--- src/rtl/i2c_seq_writer_if.sv ---
// I2C pad bundle: synchronised SCL/SDA line values and open-drain pull-down enables.
interface i2c_seq_writer_if;
   logic scl_in;
   logic sda_in;
   logic scl_oe;
   logic sda_oe;

   modport master (
      input  scl_in,
      input  sda_in,
      output scl_oe,
      output sda_oe
   );

   modport slave (
      output scl_in,
      output sda_in,
      input  scl_oe,
      input  sda_oe
   );
endinterface

--- src/rtl/i2c_seq_writer.sv ---
// Open-drain I2C master that replays a latched table of {reg, data} writes
// to one slave, with ACK checking, clock stretching and an inter-write gap.
module i2c_seq_writer #(
   parameter int         CLK_DIV    = 5,
   parameter int         NUM_WRITES = 4,
   parameter logic [6:0] SLAVE_ADDR = 7'h74,
   parameter int         GAP_CYCLES = 50000
) (
   input  logic                     s_clk_25mhz,
   input  logic                     s_rst_n,
   input  logic                     start,
   input  logic [NUM_WRITES*16-1:0] cfg_table,
   i2c_seq_writer_if.master         i2c,
   output logic                     busy,
   output logic                     done,
   output logic                     nack,
   output logic [3:0]               nack_index,
   output logic [3:0]               write_idx
);
   localparam int CW = $clog2(CLK_DIV + 1);
   localparam int GW = $clog2(GAP_CYCLES + 1);

   localparam logic [2:0] S_IDLE  = 3'd0;
   localparam logic [2:0] S_START = 3'd1;
   localparam logic [2:0] S_ADDR  = 3'd2;
   localparam logic [2:0] S_REG   = 3'd3;
   localparam logic [2:0] S_DATA  = 3'd4;
   localparam logic [2:0] S_ACK   = 3'd5;
   localparam logic [2:0] S_STOP  = 3'd6;
   localparam logic [2:0] S_GAP   = 3'd7;

   logic [2:0]    state_q, state_d;
   logic [CW-1:0] cnt_q, cnt_d;
   logic [1:0]    qtr_q, qtr_d;
   logic [2:0]    bit_q, bit_d;
   logic [1:0]    byte_q, byte_d;
   logic [GW-1:0] gap_q, gap_d;
   logic [3:0]    idx_q, idx_d;
   logic [255:0]  tbl_q, tbl_d;
   logic          busy_q, busy_d;
   logic          done_q, done_d;
   logic          nack_q, nack_d;
   logic [3:0]    nidx_q, nidx_d;

   logic          running;
   logic          hold;
   logic          tick;
   logic          qend;
   logic [15:0]   entry;
   logic [7:0]    tx_byte;
   logic          tx_bit;
   logic          scl_oe_c;
   logic          sda_oe_c;

   assign running = (state_q != S_IDLE) && (state_q != S_GAP);
   // A slave holding SCL low freezes the quarter counter at the start of Q2.
   assign hold    = (qtr_q == 2'd2) && !i2c.scl_in;
   assign tick    = running && !hold && (cnt_q == CW'(CLK_DIV - 1));
   assign qend    = tick && (qtr_q == 2'd3);
   assign entry   = tbl_q[{idx_q, 4'b0000} +: 16];
   assign tx_bit  = tx_byte[~bit_q];

   always_comb begin
      unique case (byte_q)
         2'd0:    tx_byte = {SLAVE_ADDR, 1'b0};
         2'd1:    tx_byte = entry[15:8];
         default: tx_byte = entry[7:0];
      endcase
   end

   always_comb begin
      state_d = state_q;
      cnt_d   = cnt_q;
      qtr_d   = qtr_q;
      bit_d   = bit_q;
      byte_d  = byte_q;
      gap_d   = gap_q;
      idx_d   = idx_q;
      tbl_d   = tbl_q;
      busy_d  = busy_q;
      done_d  = 1'b0;
      nack_d  = nack_q;
      nidx_d  = nidx_q;

      if (running && !hold) begin
         cnt_d = tick ? '0 : cnt_q + 1'b1;
         if (tick) qtr_d = qtr_q + 2'd1;
      end

      unique case (state_q)
         S_IDLE: begin
            if (start) begin
               state_d = S_START;
               tbl_d   = 256'(cfg_table);
               idx_d   = 4'd0;
               nack_d  = 1'b0;
               busy_d  = 1'b1;
               cnt_d   = '0;
               qtr_d   = 2'd0;
            end
         end
         S_START: begin
            if (qend) begin
               state_d = S_ADDR;
               bit_d   = 3'd0;
               byte_d  = 2'd0;
            end
         end
         S_ADDR, S_REG, S_DATA: begin
            if (qend) begin
               bit_d = bit_q + 3'd1;
               if (bit_q == 3'd7) state_d = S_ACK;
            end
         end
         S_ACK: begin
            if (qend) begin
               if (i2c.sda_in) begin
                  nack_d  = 1'b1;
                  nidx_d  = idx_q;
                  state_d = S_STOP;
               end else begin
                  unique case (byte_q)
                     2'd0:    state_d = S_REG;
                     2'd1:    state_d = S_DATA;
                     default: state_d = S_STOP;
                  endcase
                  byte_d = byte_q + 2'd1;
               end
            end
         end
         S_STOP: begin
            if (qend) begin
               if (nack_q || idx_q == 4'(NUM_WRITES - 1)) begin
                  state_d = S_IDLE;
                  done_d  = 1'b1;
                  busy_d  = 1'b0;
               end else begin
                  state_d = S_GAP;
                  gap_d   = '0;
               end
            end
         end
         default: begin
            if (gap_q == GW'(GAP_CYCLES - 1)) begin
               state_d = S_START;
               idx_d   = idx_q + 4'd1;
               cnt_d   = '0;
               qtr_d   = 2'd0;
            end else begin
               gap_d = gap_q + 1'b1;
            end
         end
      endcase
   end

   always_comb begin
      scl_oe_c = 1'b0;
      sda_oe_c = 1'b0;
      unique case (state_q)
         S_START: sda_oe_c = qtr_q[1];
         S_ADDR, S_REG, S_DATA: begin
            scl_oe_c = ~qtr_q[1];
            sda_oe_c = ~tx_bit;
         end
         S_ACK:   scl_oe_c = ~qtr_q[1];
         S_STOP: begin
            scl_oe_c = ~qtr_q[1];
            sda_oe_c = (qtr_q != 2'd3);
         end
         default: ;
      endcase
   end

   assign i2c.scl_oe = scl_oe_c;
   assign i2c.sda_oe = sda_oe_c;
   assign busy       = busy_q;
   assign done       = done_q;
   assign nack       = nack_q;
   assign nack_index = nidx_q;
   assign write_idx  = idx_q;

   always_ff @(posedge s_clk_25mhz or negedge s_rst_n) begin
      if (!s_rst_n) begin
         state_q <= S_IDLE;
         cnt_q   <= '0;
         qtr_q   <= 2'd0;
         bit_q   <= 3'd0;
         byte_q  <= 2'd0;
         gap_q   <= '0;
         idx_q   <= 4'd0;
         tbl_q   <= '0;
         busy_q  <= 1'b0;
         done_q  <= 1'b0;
         nack_q  <= 1'b0;
         nidx_q  <= 4'd0;
      end else begin
         state_q <= state_d;
         cnt_q   <= cnt_d;
         qtr_q   <= qtr_d;
         bit_q   <= bit_d;
         byte_q  <= byte_d;
         gap_q   <= gap_d;
         idx_q   <= idx_d;
         tbl_q   <= tbl_d;
         busy_q  <= busy_d;
         done_q  <= done_d;
         nack_q  <= nack_d;
         nidx_q  <= nidx_d;
      end
   end
endmodule

--- src/flat_wrapper.sv ---
// flat-port wrapper written by rule: the top's interface ports become plain ports
module i2c_seq_writer_flat 
#(
   parameter int         CLK_DIV    = 5,
   parameter int         NUM_WRITES = 4,
   parameter logic [6:0] SLAVE_ADDR = 7'h74,
   parameter int         GAP_CYCLES = 50000
)
  (s_clk_25mhz, s_rst_n, start, cfg_table, busy, done, nack, nack_index, write_idx, i2c_scl_in, i2c_sda_in, i2c_scl_oe, i2c_sda_oe);
  i2c_seq_writer_if i2c_i ();
  input  logic s_clk_25mhz;
  input  logic s_rst_n;
  input  logic start;
  input  logic [NUM_WRITES*16-1:0] cfg_table;
  output logic busy;
  output logic done;
  output logic nack;
  output logic [3:0] nack_index;
  output logic [3:0] write_idx;
  input wire logic [$bits(i2c_i.scl_in)-1:0] i2c_scl_in;
  input wire logic [$bits(i2c_i.sda_in)-1:0] i2c_sda_in;
  output wire logic [$bits(i2c_i.scl_oe)-1:0] i2c_scl_oe;
  output wire logic [$bits(i2c_i.sda_oe)-1:0] i2c_sda_oe;
  assign i2c_i.scl_in = i2c_scl_in;
  assign i2c_i.sda_in = i2c_sda_in;
  assign i2c_scl_oe = i2c_i.scl_oe;
  assign i2c_sda_oe = i2c_i.sda_oe;
  i2c_seq_writer #(.CLK_DIV(CLK_DIV), .NUM_WRITES(NUM_WRITES), .SLAVE_ADDR(SLAVE_ADDR), .GAP_CYCLES(GAP_CYCLES)) u_core (.s_clk_25mhz(s_clk_25mhz), .s_rst_n(s_rst_n), .start(start), .cfg_table(cfg_table), .i2c(i2c_i), .busy(busy), .done(done), .nack(nack), .nack_index(nack_index), .write_idx(write_idx));
endmodule
--- config.mk ---
export PLATFORM = sky130hd
export DESIGN_NAME = i2c_seq_writer_flat
export DESIGN_NICKNAME = d
export VERILOG_FILES = /design/src/rtl/i2c_seq_writer_if.sv /design/src/rtl/i2c_seq_writer.sv /design/src/flat_wrapper.sv
export SDC_FILE = /design/constraint.sdc
export NUM_CORES = 1
export LEC_CHECK = 0
export BUFFER_PORTS_ARGS = -buffer_cell sky130_fd_sc_hd__buf_2
export CORE_MARGIN = 2
export CORE_UTILIZATION = 40
export DETAILED_ROUTE_END_ITERATION = 16
export GPL_TIMING_DRIVEN = 0
export HOLD_SLACK_MARGIN = 0.05
export SETUP_SLACK_MARGIN = 0.05
export SLEW_MARGIN = 25
export SYNTH_ARGS = -nofsm -noshare
export SYNTH_HDL_FRONTEND = slang
export SYNTH_SLANG_ARGS = --single-unit
--- constraint.sdc ---
create_clock -name s_clk_25mhz -period 2.5 [get_ports s_clk_25mhz]
set_input_delay 0.125 -clock s_clk_25mhz [delete_from_list [all_inputs] [get_ports s_clk_25mhz]]
set_output_delay 0.125 -clock s_clk_25mhz [all_outputs]
set_load 0.05 [all_outputs]
==> impl_results.md <==
- Result of the run: finished, violations left
- Failing checks: setup timing
- Fillers: 1134
- DR iter-0 viols: 200
- Crit end category: output port
- CTS tree: done
- Async SR Flop Fraction: 100.0%
- Maxcap violations: 0
- Hold EP: u_core.state_q[2]$_DFFE_PN0P_
- Least-Margin Pin Slew: 0.8366 ns
- Post-Route Skew: 0.007972 ns
- Gpl congestion: 0.8786
- CP required: 2.38 ns
- Total leakage power: 3.138 nW
- Pre-CTS setup slack: -0.1289 ns
- First drt pass iteration count: 4
- Core ar.: 13190 um^2
- Achievable Freq: 382.1 MHz
- Die height: 119.9 um
- Worst Hold Depth: 3
- Latest clock arrival within the worst-skew pair: 0.36 ns
- CTS buffer count: 9
- Pwr/cell area: 1053 nW/um^2
- Syn nets: 532
- Worst min-delay path startpoint: i2c_sda_in
- Clk buf depth: 2
- Total GRT Usage: 21.14%
- Startpoint Class: flop
- Most area-hungry cell type in the Yosys netlist: dfrtp_1
- N_diodes: 0
- H-tree lvl count: 3
- Post-Synthesis Cells: 451
- I/O pins: 82
- Minimum clock period: 2.617 ns
- Hold Crit Class: input pin to flop
- Root buf cell: clkbuf_16
- Max FO, Critical Path: 10
- Netlist cell types: 60
- Synth Cell Area: 5374 um^2
- Initial Util: 40.74%
- Vias in the first global route: 4457
- Nets: 701
- Seq cells post-synth: 104
- Antenna-violating nets left: 0
- DRC: 0
- Top area cells in the synthesized netlist: dfrtp_1 (48%), mux2_2 (16%), mux4_2 (5.0%), ha_1 (2.8%), a21oi_1 (2.0%)
- Worst Reg-to-Reg Cells: 5
- Vias per std cell: 5.471
- Largest net degree at the start of global routing: 64
- CP Class: flop to output port
- Final setup violation count: 1
- HPWL Detailed: 9685 um
- FF-to-FF End: u_core.tbl_q[53]$_DFFE_PN0P_
- Grt ovf: 0
- Clk slew on worst S/H paths: 0.07 ns
- Die span in x: 119.9 um
- # clock sinks: 104
- Hold Fails Final Rpt: 0
- Final instance area: 7226 um^2
- First-pass GRT wire length: 23560 um
- Syn_area_per_cell: 11.92 um^2
- Fin worst setup slack: -0.1170 ns
- Ratio of cells with drive above 1 in the final layout: 37.12%
- Die ar.: 14380 um^2
- Final Cycle Share: 104.7%
- Number of synthesized flops with an enable pin: 0
- Max-slew violation count: 0
- Initial antenna violation count: 0
- Slew HR: 44.23%
- Yosys Warn Count: 0
- Setup TNS: -0.1170 ns
- Port Buf Inserts: 81
- Area growth, synth to finish: 34.46%
- Ys flop type: dfrtp_1
- WL per Instance: 17.98 um
- VDD IR max: 739.9 uV
- Vias: 4382
- Worst EP arrival: 2.49 ns
- Unrepaired setup endpoints after global routing: yes
- Register area share after synthesis: 48.43%
- Worst R2R Setup Slack: 0.20 ns
- DRT Wirelength: 14400 um
- FF-to-FF Start: u_core.state_q[0]$_DFFE_PN0P_
- Placed cell area: 6066 um^2
- Share of Yosys cell area claimed by the top area cell type: 48.43%
- Row cnt: 42
[metrics by stage]
step                power (mW)  instances  hold WS [ns]  utilization (%)
floorplan                4.923        451       -0.1706                -
global placement         5.635        708        0.3576            45.73
detailed placement       5.760        709       0.08146            45.99
CTS                      7.575        796        0.1751            54.32
global route             8.071        801        0.1953            54.78
finish                   7.610        801        0.1892            54.78
[where the power goes]
| group | switching, mW | internal [mW] |
|---|---|---|
| Combinational | 1.71 | 1.58 |
| Clock | 0.706 | 0.902 |
| Sequential | 0.391 | 2.32 |
| Total | 2.80 | 4.81 |
[timing repair]
action / in CTS / in global routing
pin swaps: 2 / 4
resized for setup: 15 / 7
hold endpoints to repair: 106 / 0
hold buffers: 66 / 0
setup buffers: 5 / 6
endpoints found under the setup margin: 33 / 17
[layer usage]
metal | up-vias | share of wire, % | wire length [um] | global-route usage [%]
met5 | - | 0 | 0 | 0
met4 | 0 | 1.5 | 222 | 4.779
met3 | 15 | 4.1 | 590 | 5.371
met2 | 102 | 51 | 7372 | 37.32
met1 | 2231 | 43 | 6218 | 25.98
li1 | 2034 | - | - | -
[cells in the mapped netlist, types with 3 or more instances]
cell type  number
a221o_1         3
a22oi_1         3
o211ai_1        3
nor3b_1         4
or2_2           3
buf_2          11
a22o_1          3
nand3b_1        3
ha_1           12
mux4_2         12
o31ai_1         8
mux2i_1         9
a21oi_1        21
a32oi_1         3
or3_1           5
or4_1           9
o21ai_0        14
a211oi_1        5
clkbuf_1       12
nand2_1        25
nand4_1         9
mux2_2         74
o22ai_1         3
dfrtp_1       104
nor2_1         27
nand3_1         9
xnor2_1         3
and3_1          4
o21bai_1        3
inv_1           9
[cells in the final DEF, fill, tap and decap left out, types with 5 or more instances in the layout]
cell	netlist	layout
buf_2	11	87
nand3_1	9	9
clkbuf_16	0	9
nand2_1	25	25
buf_6	2	6
dlygate4sd3_1	0	66
buf_4	1	13
dfrtp_1	104	102
a21oi_1	21	21
o31ai_1	8	8
mux2_2	74	74
or4_1	9	9
a211oi_1	5	5
nor2_1	27	25
inv_1	9	9
nand4_1	9	9
ha_1	12	11
or3_1	5	5
o21ai_0	14	14
mux4_2	12	12
clkbuf_1	12	9
mux2i_1	9	9
[layout make-up]
| cell class | count | area, um^2 | share of cell area, % |
|---|---|---|---|
| sequential | 104 | 2605 | 36.05 |
| timing repair buffer | 159 | 1189 | 16.45 |
| clock inverter | 7 | 113.9 | 1.576 |
| buffer | 25 | 158.9 | 2.199 |
| multi-input combinational | 311 | 2676 | 37.04 |
| tap | 176 | 220.2 | 3.048 |
| inverter | 10 | 37.54 | 0.5195 |
| clock buffer | 9 | 225.2 | 3.117 |
[worst max-delay path, stage by stage (launching register included)]
cell and delay [ns]:
dfrtp_2 0.39, buf_12 0.15, mux4_2 0.53, a22oi_2 0.19, nand3b_1 0.11, a2111o_1 0.47, o311ai_4 0.10, buf_6 0.20
[worst max path at each step]
stage | cells past startpoint | end | start | slack [ns]
after global routing | 7 | i2c_sda_oe | u_core.write_idx[0]$_DFFE_PN0P_ | -0.21
after global placement | 1 | u_core.write_idx[1]$_DFFE_PN0P_ | s_rst_n | -0.15
after CTS | 7 | i2c_sda_oe | u_core.write_idx[0]$_DFFE_PN0P_ | -0.14
after detailed placement | 8 | i2c_sda_oe | u_core.write_idx[1]$_DFFE_PN0P_ | -0.13
after floorplan | 6 | i2c_sda_oe | u_core.write_idx[1]$_DFFE_PN0P_ | 0.09
final | 7 | i2c_sda_oe | u_core.write_idx[0]$_DFFE_PN0P_ | -0.12
[registers in the layout (all words and copies together), names as in the netlist]
| signal | count |
|---|---|
| u_core.cnt_q | 3 |
| u_core.qtr_q | 2 |
| u_core.write_idx | 4 |
| u_core.done | 1 |
| u_core.nack_index | 4 |
| u_core.bit_q | 3 |
| u_core.gap_q | 16 |
| u_core.busy | 1 |
| u_core.byte_q | 2 |
| u_core.state_q | 3 |
| u_core.tbl_q | 64 |
| u_core.nack | 1 |
[cells by family (layout without fill, tap and decap cells)]
logic type	count (synthesis)	after routing	share of synthesized area (%)
and+or+nand+nor	118	118	12.41
DFF	104	104	48.43
muxes	95	95	22.21
AOI/OAI and AO/OA	83	83	10.55
buffers and inverters	36	210	3.120
adders and majority gates	12	12	2.794
xor gates and xnor gates	3	3	0.4890
No activity file was read; power rests on OpenSTA's default activity.
